===== src/rtl/diff_avg_pkg.sv =====
// Shared widths and types for the diff_avg boxcar averager.
package diff_avg_pkg;

    localparam int unsigned DATA_W = 20;
    localparam int unsigned DROP_W = 8;

    typedef logic signed [DATA_W-1:0] sample_t;

    // Sum of 2^log2_n DATA_W-bit samples needs log2_n extra bits of headroom.
    function automatic int unsigned acc_width(input int unsigned log2_n);
        return DATA_W + log2_n;
    endfunction

endpackage


===== src/rtl/diff_avg_if.sv =====
// Valid/ready stream carrying averages from diff_avg to the readout logic.
interface diff_avg_if;
    import diff_avg_pkg::*;

    sample_t o_data;
    logic    o_valid;
    logic    i_ready;

    modport master (output o_data, output o_valid, input i_ready);
    modport slave  (input o_data, input o_valid, output i_ready);

endinterface


===== src/rtl/sync_fifo_fwft.sv =====
// First-word-fall-through FIFO; head is valid whenever empty is low.
module sync_fifo_fwft #(
    parameter int unsigned WIDTH = 20,
    parameter int unsigned DEPTH = 4
) (
    input  logic             clk,
    input  logic             rst,
    input  logic             clr,
    input  logic             push,
    input  logic [WIDTH-1:0] push_data,
    input  logic             pop,
    output logic             full,
    output logic             empty,
    output logic [WIDTH-1:0] head
);

    localparam int unsigned ADDR_W = $clog2(DEPTH);
    localparam logic [ADDR_W:0] PTR_ONE = {{ADDR_W{1'b0}}, 1'b1};

    logic [ADDR_W:0]  wr_ptr_q, rd_ptr_q;
    logic [WIDTH-1:0] mem_q [DEPTH];
    logic             do_push, do_pop;

    assign empty = (wr_ptr_q == rd_ptr_q);
    assign full  = (wr_ptr_q[ADDR_W] != rd_ptr_q[ADDR_W]) &&
                   (wr_ptr_q[ADDR_W-1:0] == rd_ptr_q[ADDR_W-1:0]);
    assign head  = mem_q[rd_ptr_q[ADDR_W-1:0]];

    assign do_pop  = pop & ~empty;
    // When full, a same-cycle pop frees the head slot that the push overwrites.
    assign do_push = push & (~full | do_pop);

    always_ff @(posedge clk or negedge rst) begin
        if (!rst) begin
            wr_ptr_q <= '0;
            rd_ptr_q <= '0;
        end else if (clr) begin
            wr_ptr_q <= '0;
            rd_ptr_q <= '0;
        end else begin
            if (do_push) wr_ptr_q <= wr_ptr_q + PTR_ONE;
            if (do_pop)  rd_ptr_q <= rd_ptr_q + PTR_ONE;
        end
    end

    always_ff @(posedge clk or negedge rst) begin
        if (!rst) begin
            mem_q <= '{default: '0};
        end else if (do_push && !clr) begin
            mem_q[wr_ptr_q[ADDR_W-1:0]] <= push_data;
        end
    end

endmodule


===== src/rtl/diff_avg.sv =====
// Boxcar average of 2^LOG2_N pair-sum results, decimated and buffered in a FWFT FIFO,
// with sticky overflow flag and saturating drop counter.
module diff_avg
    import diff_avg_pkg::*;
#(
    parameter int unsigned LOG2_N     = 2,
    parameter int unsigned FIFO_DEPTH = 4
) (
    input  logic              clk,
    input  logic              rst,
    input  sample_t           i_data,
    input  logic              i_dval,
    input  logic              clr,
    diff_avg_if.master        out,
    output logic              o_ovf,
    output logic [DROP_W-1:0] o_drop_cnt
);

    localparam int unsigned ACC_W = acc_width(LOG2_N);

    logic                    dval_q;
    logic                    strobe;
    logic signed [ACC_W-1:0] acc_q, acc_d;
    logic signed [ACC_W-1:0] data_ext, sum, sum_shr;
    logic [LOG2_N-1:0]       cnt_q, cnt_d;
    sample_t                 avg;
    logic                    push, pop, drop;
    logic                    fifo_full, fifo_empty;
    sample_t                 fifo_head;
    logic                    ovf_q, ovf_d;
    logic [DROP_W-1:0]       drop_q, drop_d;

    // dval_q resets high so a strobe held high out of reset is not a sample.
    assign strobe   = i_dval & ~dval_q;
    assign data_ext = {{LOG2_N{i_data[DATA_W-1]}}, i_data};
    assign sum      = acc_q + data_ext;
    assign sum_shr  = sum >>> LOG2_N;
    assign avg      = sum_shr[DATA_W-1:0];

    assign pop  = out.o_valid & out.i_ready;
    assign drop = push & fifo_full & ~pop;

    always_comb begin
        acc_d = acc_q;
        cnt_d = cnt_q;
        push  = 1'b0;
        if (clr) begin
            acc_d = '0;
            cnt_d = '0;
        end else if (strobe) begin
            if (cnt_q == '1) begin
                acc_d = '0;
                cnt_d = '0;
                push  = 1'b1;
            end else begin
                acc_d = sum;
                cnt_d = cnt_q + LOG2_N'(1);
            end
        end
    end

    always_comb begin
        ovf_d  = ovf_q;
        drop_d = drop_q;
        if (clr) begin
            ovf_d  = 1'b0;
            drop_d = '0;
        end else if (drop) begin
            ovf_d = 1'b1;
            if (drop_q != '1) drop_d = drop_q + DROP_W'(1);
        end
    end

    always_ff @(posedge clk or negedge rst) begin
        if (!rst) begin
            dval_q <= 1'b1;
            acc_q  <= '0;
            cnt_q  <= '0;
            ovf_q  <= 1'b0;
            drop_q <= '0;
        end else begin
            dval_q <= i_dval;
            acc_q  <= acc_d;
            cnt_q  <= cnt_d;
            ovf_q  <= ovf_d;
            drop_q <= drop_d;
        end
    end

    sync_fifo_fwft #(
        .WIDTH (DATA_W),
        .DEPTH (FIFO_DEPTH)
    ) u_fifo (
        .clk       (clk),
        .rst       (rst),
        .clr       (clr),
        .push      (push),
        .push_data (avg),
        .pop       (pop),
        .full      (fifo_full),
        .empty     (fifo_empty),
        .head      (fifo_head)
    );

    assign out.o_data  = fifo_head;
    assign out.o_valid = ~fifo_empty;
    assign o_ovf       = ovf_q;
    assign o_drop_cnt  = drop_q;

endmodule

===== src/flat_wrapper.sv =====
// flat-port wrapper written by rule: the top's interface ports become plain ports
module diff_avg_flat import diff_avg_pkg::*;
#(
    parameter int unsigned LOG2_N     = 2,
    parameter int unsigned FIFO_DEPTH = 4
)
  (clk, rst, i_data, i_dval, clr, o_ovf, o_drop_cnt, out_o_data, out_o_valid, out_i_ready);
  diff_avg_if out_i ();
  input  logic clk;
  input  logic rst;
  input  sample_t i_data;
  input  logic i_dval;
  input  logic clr;
  output logic o_ovf;
  output logic [DROP_W-1:0] o_drop_cnt;
  output wire logic [$bits(out_i.o_data)-1:0] out_o_data;
  output wire logic [$bits(out_i.o_valid)-1:0] out_o_valid;
  input wire logic [$bits(out_i.i_ready)-1:0] out_i_ready;
  assign out_o_data = out_i.o_data;
  assign out_o_valid = out_i.o_valid;
  assign out_i.i_ready = out_i_ready;
  diff_avg #(.LOG2_N(LOG2_N), .FIFO_DEPTH(FIFO_DEPTH)) u_core (.clk(clk), .rst(rst), .i_data(i_data), .i_dval(i_dval), .clr(clr), .out(out_i), .o_ovf(o_ovf), .o_drop_cnt(o_drop_cnt));
endmodule

===== config.mk =====
export PLATFORM = sky130hd
export DESIGN_NAME = diff_avg_flat
export DESIGN_NICKNAME = d
export VERILOG_FILES = /design/src/rtl/diff_avg_pkg.sv /design/src/rtl/diff_avg_if.sv /design/src/rtl/sync_fifo_fwft.sv /design/src/rtl/diff_avg.sv /design/src/flat_wrapper.sv
export SDC_FILE = /design/constraint.sdc
export NUM_CORES = 1
export LEC_CHECK = 0
export BUFFER_PORTS_ARGS = -buffer_cell sky130_fd_sc_hd__buf_2
export CAP_MARGIN = 30
export CORE_ASPECT_RATIO = 0.8
export CORE_MARGIN = 4
export CORE_UTILIZATION = 28
export DETAILED_ROUTE_END_ITERATION = 12
export GPL_TIMING_DRIVEN = 0
export PLACE_DENSITY = 0.48
export SYNTH_ARGS = -nofsm -noshare
export SYNTH_HDL_FRONTEND = slang
export SYNTH_HIERARCHICAL = 1
export SYNTH_SLANG_ARGS = --single-unit

===== constraint.sdc =====
create_clock -name clk -period 8.25 [get_ports clk]
set_input_delay 1.2375 -clock clk [delete_from_list [all_inputs] [get_ports clk]]
set_output_delay 1.2375 -clock clk [all_outputs]
set_load 0.005 [all_outputs]

==> impl_metrics.tcl <==
set metrics [dict create \
    hold_path.class "register to register" \
    grt_pass1_wl_um 25740 \
    gp_congestion 0.8387 \
    pwr_density_cell_nw_per_um2 210.1 \
    slowest_delay_ps 400 \
    ys.flop_type "dfrtp_1" \
    place_area_um2 7221 \
    p_comb_share_pct 11.1 \
    ys_warn_count 6 \
    setup_viol 0 \
    timing.slew.headroom_pct 45.34 \
    rsz0062_at_grt "no" \
    htreeDepth 4 \
    instances_no_fill 892 \
    cts_inserted_buffers 17 \
    synth_xor_area_share_pct 4.481 \
    fmax_mhz 281.3 \
    core_area_um2 22680 \
    clkTransAtPathRegs_ps 50 \
    grt_pass1_vias 4732 \
    synth_top_cells_by_area "dfrtp_1 (46%), mux2_2 (12%), mux4_2 (6.9%)" \
    switchingPower_mw 0.3917 \
    dieArea_um2 25860 \
    synthAdderAreaFrac_pct 5.668 \
    synth_edf_count 0 \
    cts_tree "done" \
    dpl.hpwl_um 11210 \
    crit_chain "buf_2 -> ha_1 -> fa_1 -> a21oi_1 -> o21ai_0 -> a21oi_1 -> o21a_1 -> o21ai_1 -> a221oi_1 -> xnor2_1 -> mux2_1" \
    fp.dieH_um 144.6 \
    ys_seq_elements 120 \
    slew_violations 0 \
    clockBufferDepth 2 \
    cts-root-buf "clkbuf_16" \
    wl_per_cell_um 17.57 \
    drive_above_1_share_pct 37.37 \
    fin_area_um2 7913 \
    fin_skew_ps 18.19 \
    io_pins 55 \
    synth_top_family_by_area "multiplexers" \
    post_drt_via_cell_ratio 4.780 \
    tightest_slew_ps 820.0 \
    utilization_pct 34.88 \
    status "finished clean" \
    num_antenna_cells 0 \
    antenna_left 0 \
    wirelength_um 15670 \
    overflow 0 \
    period_needed_ps 3554 \
    cts-resized-gates 0 \
    synth-compound-area-share_pct 11.13 \
    cts_num_sinks 120 \
    synth_seq_area_share_pct 45.98 \
    synth.avg_cell_area_um2 13.09 \
    synth_top_area_share_pct 45.58 \
    worstSetupStartpointType "input port" \
    cp-end-kind "register" \
    crit_arrival_ps 3840 \
    power_mw 1.662 \
    seqPwrFrac_pct 36.6 \
    p_leak_nw 3.863 \
    cp_slowest_cell "fa_1" \
    pwr-share-clk_pct 52.3 \
    grt_max_degree 84 \
    dp.cells 860 \
    period_share_pct 43.08 \
    critical_path_class "input port to register" \
    io_buffers 54 \
    ctsHoldBuffers 0 \
    drt_iter0_markers 259 \
    netlist_instances 499 \
    grt_usage_pct 13.09 \
    first_pass_iters 5 \
    fp.dieW_um 178.8 \
    path_common_cell "a21oi_1" \
    setup_tns_ps 0 \
    syn_nets 553 \
    p_sw_share_pct 23.56 \
    worstSkewPairLatency_ps 420 \
    vias 4264 \
    post_cts_buffers 0 \
    initial_core_util_pct 28.80 \
    remaining_drc_errors 0 \
    rows 49 \
    fill_cells 2253 \
    antenna_found_initial 0 \
    yosys.area.top_type "dfrtp_1" \
    areaGrowthSynthToFinish_pct 21.10 \
    maxCapViolCount 0 \
    internal-power_mw 1.270 \
    synth_cell_types 72 \
    async_flop_share_pct 100.0 \
    finalNetCount 627 \
    crit_fanout 5 \
    cp.required_ps 8530 \
    vdd_drop_max_mv 0.1007 \
    synth_simple_gate_area_share_pct 7.468 \
    finalHoldViolCount 0 \
    muxShareOfSynthArea_pct 21.96 \
    syn_area_um2 6534 \
]
worst max-delay path: cells and delay by family:
family | cells | cell delay [ps]
AO/OA/AOI/OAI | 6 | 1310
XOR/XNOR | 1 | 230
adder cells (fa/ha/maj) | 2 | 620
buffers and inverters | 1 | 100
multiplexers | 1 | 330
worst paths after layout:
| check | startpoint | to | slack, ps | depth (start not counted) |
|---|---|---|---|---|
| max | i_data[0] | u_core/u_fifo/mem_q[38] | 4700 | 11 |
| min | u_core/u_fifo/mem_q[30] | u_core/u_fifo/mem_q[30] | 490 | 1 |
| max reg2reg | u_core/acc_q[0] | u_core/u_fifo/mem_q[38] | 5230 | 10 |
| min reg2reg | u_core/u_fifo/mem_q[30] | u_core/u_fifo/mem_q[30] | 490 | 1 |
| max in group asynchronous | rst | u_core/u_fifo/mem_q[54] | 6780 | 2 |
| min in group asynchronous | rst | u_core/o_drop_cnt[6] | 710 | 1 |
cells by family after synthesis:
| family | count (synthesis) |
|---|---|
| adders and majority gates | 29 |
| muxes | 108 |
| xor gates and xnor gates | 30 |
| AOI/OAI and AO/OA | 86 |
| DFF | 120 |
| buffers and inverters | 35 |
| and+or+nand+nor | 91 |
cell type report:
| cell class | count | area (um2) | area share [%] |
|---|---|---|---|
| Buffer | 24 | 175.2 | 2.214 |
| Inverter | 11 | 41.29 | 0.5218 |
| Timing Repair Buffer | 55 | 304.0 | 3.843 |
| Tap cell | 306 | 382.9 | 4.839 |
| Sequential cell | 120 | 3004 | 37.97 |
| Clock buffer | 19 | 442.9 | 5.598 |
| Multi-Input combinational cell | 344 | 3313 | 41.87 |
| Clock inverter | 13 | 249.0 | 3.147 |
power groups by stage:
stage | sequential (mW) | clock (mW) | combinational [mW]
finish | 0.609 | 0.869 | 0.184
global placement | 0.618 | 0 | 0.179
global route | 0.610 | 0.924 | 0.207
floorplan | 0.617 | 0 | 0.119
detailed placement | 0.619 | 0 | 0.185
CTS | 0.609 | 0.893 | 0.186
cell usage in the layout, fill, tap and decap left out, drive strengths merged, types with 19 or more instances in the layout:
cell | synthesis | final
a21oi | 19 | 19
mux4 | 20 | 20
nor2 | 25 | 25
ha | 28 | 28
buf | 14 | 69
nand2 | 22 | 22
clkbuf | 9 | 28
mux2 | 83 | 83
dfrtp | 119 | 119
a22o | 21 | 21
flip-flops by register name, summed over array words and instances, names as in the netlist:
register / cells
u_core/acc_q: 22
u_core/cnt_q: 2
u_core/dval_q: 1
u_core/o_drop_cnt: 8
u_core/o_ovf: 1
u_core/u_fifo/mem_q: 80
u_core/u_fifo/rd_ptr_q: 3
u_core/u_fifo/wr_ptr_q: 3
cell usage after synthesis (8+ instances only):
library cell  instances
nor2_1               25
xnor2_1              16
ha_1                 28
o21ai_0               8
inv_1                11
dfrtp_1             119
xor2_1               10
a22o_1               21
buf_6                 8
nand2_1              21
mux4_2               20
mux2_2               68
mux2_1               15
a21oi_1              16
per-layer routing:
| metal | vias up | share of wire [%] | GRT usage (%) |
|---|---|---|---|
| met5 | - | 0 | 0 |
| met4 | 0 | 0.38 | 3.351 |
| met3 | 4 | 3.6 | 3.215 |
| met2 | 67 | 45 | 20.40 |
| met1 | 2188 | 51 | 18.37 |
| li1 | 2005 | - | - |
through the flow:
stage | hold slack (ps) | worst slack (ps)
floorplan | 458.7 | 4773
global placement | 468.8 | 4256
detailed placement | 484.8 | 4257
CTS | 496.7 | 4683
global route | 512.7 | 4420
finish | 493.3 | 4696
(Power assumes the default switching activity.)
